$ cat src/rtl/etc_pkg.sv
// Shared encodings and default widths for the ETC lane arbiter and lane front ends.
package etc_pkg;

  localparam logic [1:0] EPASS_NONE  = 2'b00;
  localparam logic [1:0] EPASS_INV   = 2'b01;
  localparam logic [1:0] EPASS_VALID = 2'b10;
  localparam logic [1:0] EPASS_EXP   = 2'b11;

  typedef enum logic [1:0] {
    ST_IDLE  = 2'd0,
    ST_START = 2'd1,
    ST_WAIT  = 2'd2,
    ST_RESP  = 2'd3
  } state_t;

  localparam int DEF_NUM_LANES   = 4;
  localparam int DEF_WIDTH_MS    = 9;
  localparam int DEF_WIDTH_SPEED = 14;
  localparam int DEF_WIDTH_TIK   = 16;

endpackage

$ cat src/rtl/etc_rr_pick.sv
// Rotate-priority encoder: first set req bit at or after ptr, wrapping around.
module etc_rr_pick #(
  parameter int NUM_LANES = 4,
  parameter int IW        = 2
) (
  input  logic [NUM_LANES-1:0] req,
  input  logic [IW-1:0]        ptr,
  output logic                 found,
  output logic [IW-1:0]        idx
);

  int          j;
  logic [IW-1:0] jj;

  // Scan offsets from farthest to nearest so the nearest requester wins.
  always_comb begin
    found = |req;
    idx   = '0;
    j     = 0;
    jj    = '0;
    for (int k = NUM_LANES - 1; k >= 0; k--) begin
      j = int'(ptr) + k;
      if (j >= NUM_LANES) j = j - NUM_LANES;
      jj = IW'(j);
      if (req[jj]) idx = jj;
    end
  end

endmodule

$ cat src/rtl/etc_lane_arbiter.sv
// Round-robin arbiter sharing one speed engine among toll lanes; owns barriers.
// Optional over-speed flag enabled by defining ETC_SPEED_LIMIT_EN.
module etc_lane_arbiter
  import etc_pkg::*;
#(
  parameter int                     NUM_LANES   = DEF_NUM_LANES,
  parameter int                     WIDTH_MS    = DEF_WIDTH_MS,
  parameter int                     WIDTH_SPEED = DEF_WIDTH_SPEED,
  parameter int                     WIDTH_TIK   = DEF_WIDTH_TIK,
  parameter int                     TIMEOUT_CYC = 1000,
  parameter logic [WIDTH_SPEED-1:0] SPEED_LIMIT = 14'd80
) (
  input  logic                          clk,
  input  logic                          reset_n,
  input  logic [NUM_LANES-1:0]          lane_req,
  input  logic [NUM_LANES*WIDTH_MS-1:0] lane_ms,
  input  logic [NUM_LANES*2-1:0]        lane_epass,
  input  logic [NUM_LANES-1:0]          lane_clear,
  output logic                          eng_start,
  output logic [WIDTH_MS-1:0]           eng_ms,
  input  logic                          eng_done,
  input  logic [WIDTH_SPEED-1:0]        eng_speed,
  output logic [NUM_LANES-1:0]          lane_grant,
  output logic [NUM_LANES-1:0]          lane_done,
  output logic                          lane_err,
  output logic [WIDTH_SPEED-1:0]        lane_speed,
  output logic                          lane_viol,
  output logic [NUM_LANES-1:0]          barrier
);

  localparam int IW = (NUM_LANES > 1) ? $clog2(NUM_LANES) : 1;

  state_t              state;
  logic [IW-1:0]       ptr_q, idx_q, pick_idx;
  logic                pick_found;
  logic [WIDTH_MS-1:0] ms_q;
  logic [1:0]          epass_q;
  logic [WIDTH_TIK-1:0] tik_q;
  logic                over_lim, bar_set;

  logic [WIDTH_MS-1:0] ms_arr [NUM_LANES];
  logic [1:0]          ep_arr [NUM_LANES];

  for (genvar g = 0; g < NUM_LANES; g++) begin : g_unpack
    assign ms_arr[g] = lane_ms[g*WIDTH_MS +: WIDTH_MS];
    assign ep_arr[g] = lane_epass[g*2 +: 2];
  end

  etc_rr_pick #(.NUM_LANES(NUM_LANES), .IW(IW)) u_pick (
    .req   (lane_req),
    .ptr   (ptr_q),
    .found (pick_found),
    .idx   (pick_idx)
  );

`ifdef ETC_SPEED_LIMIT_EN
  assign over_lim = (eng_speed > SPEED_LIMIT);
`else
  logic unused_lim;
  assign over_lim   = 1'b0;
  assign unused_lim = (eng_speed > SPEED_LIMIT);
`endif

  assign eng_ms = ms_q;

  always_ff @(posedge clk or negedge reset_n) begin
    if (!reset_n) begin
      state      <= ST_IDLE;
      ptr_q      <= '0;
      idx_q      <= '0;
      ms_q       <= '0;
      epass_q    <= '0;
      tik_q      <= '0;
      eng_start  <= 1'b0;
      lane_grant <= '0;
      lane_done  <= '0;
      lane_err   <= 1'b0;
      lane_speed <= '0;
      lane_viol  <= 1'b0;
    end else begin
      eng_start <= 1'b0;
      lane_done <= '0;
      case (state)
        ST_IDLE: if (pick_found) begin
          idx_q      <= pick_idx;
          ms_q       <= ms_arr[pick_idx];
          epass_q    <= ep_arr[pick_idx];
          lane_grant <= NUM_LANES'(1) << pick_idx;
          eng_start  <= 1'b1;
          state      <= ST_START;
        end
        ST_START: begin
          tik_q <= '0;
          state <= ST_WAIT;
        end
        // A result arriving on the timeout cycle still counts as success.
        ST_WAIT: if (eng_done) begin
          lane_speed <= eng_speed;
          lane_err   <= 1'b0;
          lane_viol  <= over_lim;
          lane_done  <= NUM_LANES'(1) << idx_q;
          state      <= ST_RESP;
        end else if (tik_q == WIDTH_TIK'(TIMEOUT_CYC - 1)) begin
          lane_speed <= '1;
          lane_err   <= 1'b1;
          lane_viol  <= 1'b0;
          lane_done  <= NUM_LANES'(1) << idx_q;
          state      <= ST_RESP;
        end else begin
          tik_q <= tik_q + 1'b1;
        end
        ST_RESP: begin
          ptr_q      <= (idx_q == IW'(NUM_LANES - 1)) ? '0 : idx_q + 1'b1;
          lane_grant <= '0;
          state      <= ST_IDLE;
        end
        default: state <= ST_IDLE;
      endcase
    end
  end

  assign bar_set = (state == ST_RESP) && (epass_q == EPASS_VALID) && !lane_err && !lane_viol;

  // Opening for a new car takes priority over a clear on the same lane.
  always_ff @(posedge clk or negedge reset_n) begin
    if (!reset_n) begin
      barrier <= '0;
    end else begin
      for (int i = 0; i < NUM_LANES; i++) begin
        if (bar_set && idx_q == IW'(i)) barrier[i] <= 1'b1;
        else if (lane_clear[i])         barrier[i] <= 1'b0;
      end
    end
  end

endmodule

$ cat config.mk
export PLATFORM = sky130hd
export DESIGN_NAME = etc_lane_arbiter
export DESIGN_NICKNAME = d
export VERILOG_FILES = /design/src/rtl/etc_pkg.sv /design/src/rtl/etc_rr_pick.sv /design/src/rtl/etc_lane_arbiter.sv
export SDC_FILE = /design/constraint.sdc
export NUM_CORES = 1
export LEC_CHECK = 0
export BUFFER_PORTS_ARGS = -buffer_cell sky130_fd_sc_hd__buf_2
export CORE_MARGIN = 2
export CORE_UTILIZATION = 50
export CTS_CLUSTER_SIZE = 8
export DETAILED_ROUTE_END_ITERATION = 12
export PLACE_DENSITY = 0.8
export RECOVER_POWER = 25
export SYNTH_ARGS = -nofsm -noshare
export SYNTH_HDL_FRONTEND = slang
export SYNTH_SLANG_ARGS = --single-unit
export TNS_END_PERCENT = 100
$ cat constraint.sdc
create_clock -name clk -period 2.1 [get_ports clk]
set_input_delay 0 -clock clk [delete_from_list [all_inputs] [get_ports clk]]
set_output_delay 0 -clock clk [all_outputs]
set_load 0.1 [all_outputs]
# After elaboration in Yosys (flattened, before gate mapping)
# Cells that the tools add are included.
# word_totals
output_inout_bits	38
wordCells	124
inputBits	69
ff_bits	62
# classes
n_eq_ne	12
addsub	9
shifts	2
muxes	51
n_reduce_logical	24
n_lt_le_gt_ge	9
bitwise	1
# ops
operator	n
2-to-1 mux 16 bit	2
case mux 16 bit (2 select lines)	1
2-to-1 mux 14 bit	2
2-to-1 mux 2 bit	14
binary-select mux 9 bit (select 2 bit)	1
2-to-1 mux 1 bit	18
2-to-1 mux 9 bit	2
adder 16 x 1 -> 16 bit, second input constant	1
equality test 16 x 10 -> 1 bit, second input constant	1
2-to-1 mux 4 bit	4
nonzero test 2 bit	7
>= comparator 3 bit, second input constant	4
< comparator 2 x 3 -> 1 bit, second input constant	4
equality test 2 bit, second input constant	5
binary-select mux 1 bit (select 2 bit)	4
case mux 2 bit (4 select lines)	1
case mux 4 bit (2 select lines)	1
AND reduction 2 bit	4
<< shifter 1 x 2 -> 4 bit, first input constant	2
subtractor 2 x 1 -> 2 bit, second input constant	4
logical AND 1 bit	7
adder 2 x 2 -> 3 bit, second input constant	2
!= test 2 bit, second input constant	3
binary-select mux 2 bit (select 2 bit)	1
other kinds (10)	13

# Logic depth before layout (Yosys ltp)
# logic_depth
word_depth	13
ltp_mapped	8
mapped_depth_nobuf	7

# Hierarchy
# From an unflattened synthesis, not the netlist that was laid out.
# unflattened
cells_unflattened	264
hier_area_um2	3146.8
# modules_own_cells
module	area_per_inst_um2	cells_each	seq_area_each_um2	n_inst
etc_lane_arbiter	3069.2	251	1526.5	1
etc_rr_pick	77.6	13	0.0	1

# Worst setup path after synthesis
# Ideal clock, no wire load.
# synth_timing
path_kind	reg2reg
start	register tik_q[0]
end	register tik_q[10]
required_ps	1967
setup_time_ps	133
path_buffers	0
path_stages_with_launch	7
arrival_ps	1658
path_slack_ps	309
period_less_slack_ps	1791
path_cell_list	dfrtp_1 -> ha_1 -> nor4bb_1 -> and4_4 -> or4_1 -> xnor2_1 -> nor2_1
# synth_between
elab_chain_cells	4
word_cells_on_any_way	7
classes_between	add/sub (1); eq/ne (2); mux (3); reduce/logical (1)
# synth_rtl
element	line	source
from (decl)	etc_lane_arbiter.sv:38	logic [WIDTH_TIK-1:0] tik_q;
from (signal assigned)	etc_lane_arbiter.sv:110	tik_q <= tik_q + 1'b1;
adder 16 x 1 -> 16 bit	etc_lane_arbiter.sv:110	
2-to-1 mux 16 bit	etc_lane_arbiter.sv:103	end else if (tik_q == WIDTH_TIK'(TIMEOUT_CYC - 1)) begin
2-to-1 mux 16 bit	etc_lane_arbiter.sv:97	ST_WAIT: if (eng_done) begin
case mux 16 bit (2 select lines)	etc_lane_arbiter.sv:83	case (state)
# Parallel ways exist; a longest one is shown, timed or not. The select of a mux whose other input is x is not followed.
# A chain may end at the register's enable or synchronous reset.

# Final worst setup path
# layout_timing
start	register state[0]
end	register tik_q[12]
# layout_between
elab_chain_cells	3
word_cells_on_any_way	7
classes_between	eq/ne (4); mux (1); reduce/logical (2)
# layout_rtl
element	line	source
from (decl)	etc_lane_arbiter.sv:33	state_t state;
from (signal assigned)	etc_lane_arbiter.sv:68	state <= ST_IDLE;
from (signal assigned)	etc_lane_arbiter.sv:90	state <= ST_START;
from (signal assigned)	etc_lane_arbiter.sv:94	state <= ST_WAIT;
equality test 2 bit / equality test 2 x 1 -> 1 bit (equally long branches)	etc_lane_arbiter.sv:83	
!= test 2 bit (no line) / nonzero test 2 bit (equally long branches)	n/a	
AND reduction 3 bit (no line)	n/a	
# Parallel ways exist; a longest one is shown, timed or not.

==> results.tsv <==
metric	value	unit
status	finished with violations	
violations	max-capacitance violations, max-slew violations	
end_kind	flop	
cp.arrival	2210	ps
synthCells	292	
synthFlopType	dfrtp_1	
min_period	1930	ps
antenna_found_initial	0	
min_period_over_period	0.920	
drive_gt1_frac	0.310	
num_antenna_cells	0	
cts.sink_count	61	
grt_overflow	0	
clk_pin_slew	70	ps
worstSetupStartpointType	flop	
grt_pass1_vias	3004	
final-setup-viol-count	0	
grt_util_all_layers	0.249	
synth_most_common_cell	dfrtp_1	
netlist_area	3120	sq um
vias	2915	
ys_types	53	
worst_skew_pair.late_latency	330	ps
rsz0062_at_grt	no	
die_w	83.0	microns
avgViaCountPerCell	5.50	
ys_ff_latch	61	
initial_core_util	0.523	
areaGrowthSynthToFinish	41.8	%
port_buffers	105	
hold_path_class	in -> reg	
crit_required	2380	ps
syn-num-nets	371	
fin_ws	167	ps
p_leak	2.13	nW
synth.yosys.seq_area_share	0.490	
place_ws	93.2	ps
die_y	83.0	microns
drt_iter0_drc	182	
cts_root_buffer	clkbuf_8	
clock_skew	7.70	ps
nets	529	
yosysWarnings	0	
maxSlewHeadroom	-0.0310	
grt_pass1_wl	13900	microns
synth-edff-count	0	
hold_viol	0	
max_cap_viol_count	1	
ir_drop	1.59	mV
slew_violations	31	
drc_errors	0	
die_area	6880	sq um
core_area	5960	sq um
drtAntennaViolNets	0	
numCtsBuffers	9	
tightest_slew	1550	ps
htree_levels	3	
finalSetupTns	0	ps
fmax	0.517	GHz
gp_congestion	0.807	
cts_tree	yes	
syn_area_per_cell	10.7	sq um
hpwl	5480	microns
critPathKind	reg -> reg	
yosysTopAreaCellShare	0.490	
io_pins	107	
wirelength	8370	microns
synth_area_leaders	dfrtp_1, mux2i_1, ha_1	
synth-async-reset-ratio	1.00	
grt_max_degree	31	
routedWlPerCell	15.8	microns
post_cts_buffers	0	
first_pass_iters	4	
yosys.area.top_type	dfrtp_1	
cts_buffer_depth	2	
synth_common_cells	dfrtp_1, o21ai_0, nand2_1	
power_density	1630	nW/um^2
crit_fanout	11	
rows	28	
-- stage by stage --
stage	total power, mW	util	instances	area (sq um)	hold WS (ps)
after global routing	7.55	0.742	530	4420	3.06
after floorplan	5.19	-	292	3120	-296
after global placement	5.85	0.624	467	3710	57.9
after CTS	7.19	0.740	530	4410	2.94
final	7.22	0.742	530	4420	18.3
after detailed placement	5.96	0.624	467	3710	55.7
-- cells by family after synthesis --
logic type / share of synthesized area
compound gates: 0.195
xor+xnor: 0.0169
fa+ha+maj: 0.0401
buf+inv: 0.0486
flops: 0.490
mux: 0.0454
other cells: 0.00120
simple gates: 0.163
-- final timing paths --
path	cells after the start	end	slack, ps	startpoint
worst min register to register	1	lane_grant[0]$_DFFE_PN0P_	490	lane_grant[0]$_DFFE_PN0P_
min in group asynchronous	2	tik_q[12]$_DFFE_PN0P_	600	reset_n
max in group asynchronous	3	lane_speed[13]$_DFFE_PN0P_	420	reset_n
worst max register to register	7	tik_q[12]$_DFFE_PN0P_	170	state[0]$_DFFE_PN0P_
worst max-delay path	7	tik_q[12]$_DFFE_PN0P_	170	state[0]$_DFFE_PN0P_
worst min-delay path	3	eng_ms[4]$_DFFE_PN0P_	20	lane_ms[13]
-- report_power, final --
part           switching (mW)  leakage [nW]  internal (mW)  total (mW)
Clock                   0.487         0.110          0.674        1.16
Combinational            3.22          1.25           1.02        4.25
Sequential              0.244         0.766           1.57        1.81
Total                    3.95          2.13           3.27        7.22
-- worst max-delay path, cell delays in order, from the launching register on --
cell and delay [ps]:
dfrtp_1 420, inv_1 130, ha_2 310, nand4b_1 140
nor4_1 360, nand2_1 130, or3_1 320, nand2_1 70
-- layer usage --
metal | share of wire | global-route usage | vias to the layer above
met5 | 0 | 0 | -
met4 | 0.014 | 0.0775 | 0
met3 | 0.076 | 0.0746 | 16
met2 | 0.51 | 0.444 | 129
met1 | 0.40 | 0.286 | 1368
li1 | - | - | 1402
-- registers in the layout, summed over array words and instances (netlist names), 2 cells and up --
signal,count
tik_q,16
eng_ms,9
epass_q,2
lane_done,4
lane_grant,4
ptr_q,2
state,2
lane_speed,14
barrier,4
idx_q,2
-- placed cells by master, fill, tap and decap left out, drive strengths merged, types with 5 or more instances in the layout --
master,count
mux2i,13
o22a,14
o22ai,11
dfrtp,61
o21ai,29
clkbuf,11
a211oi,11
ha,10
nand2,20
buf,112
inv,14
and2,7
dlygate4sd3,47
nand3,9
nor2,14
xor2,5
and3,10
-- cell type report --
type / count / area [sq um]
Clock buffer: 9 / 124
Clock inverter: 7 / 98.8
Fill cell: 422 / 1540
Inverter: 13 / 48.8
Multi-Input combinational cell: 204 / 1460
Sequential cell: 61 / 1530
Tap cell: 75 / 93.8
Timing Repair Buffer: 161 / 1070
-- timing repair --
item	4_1_cts	5_1_grt
hold buffers	47	0
gates resized for setup	0	3
endpoints found under the hold margin	58	0
endpoints found under the setup margin	0	11
Note: power is estimated with default switching activity, not from simulation.
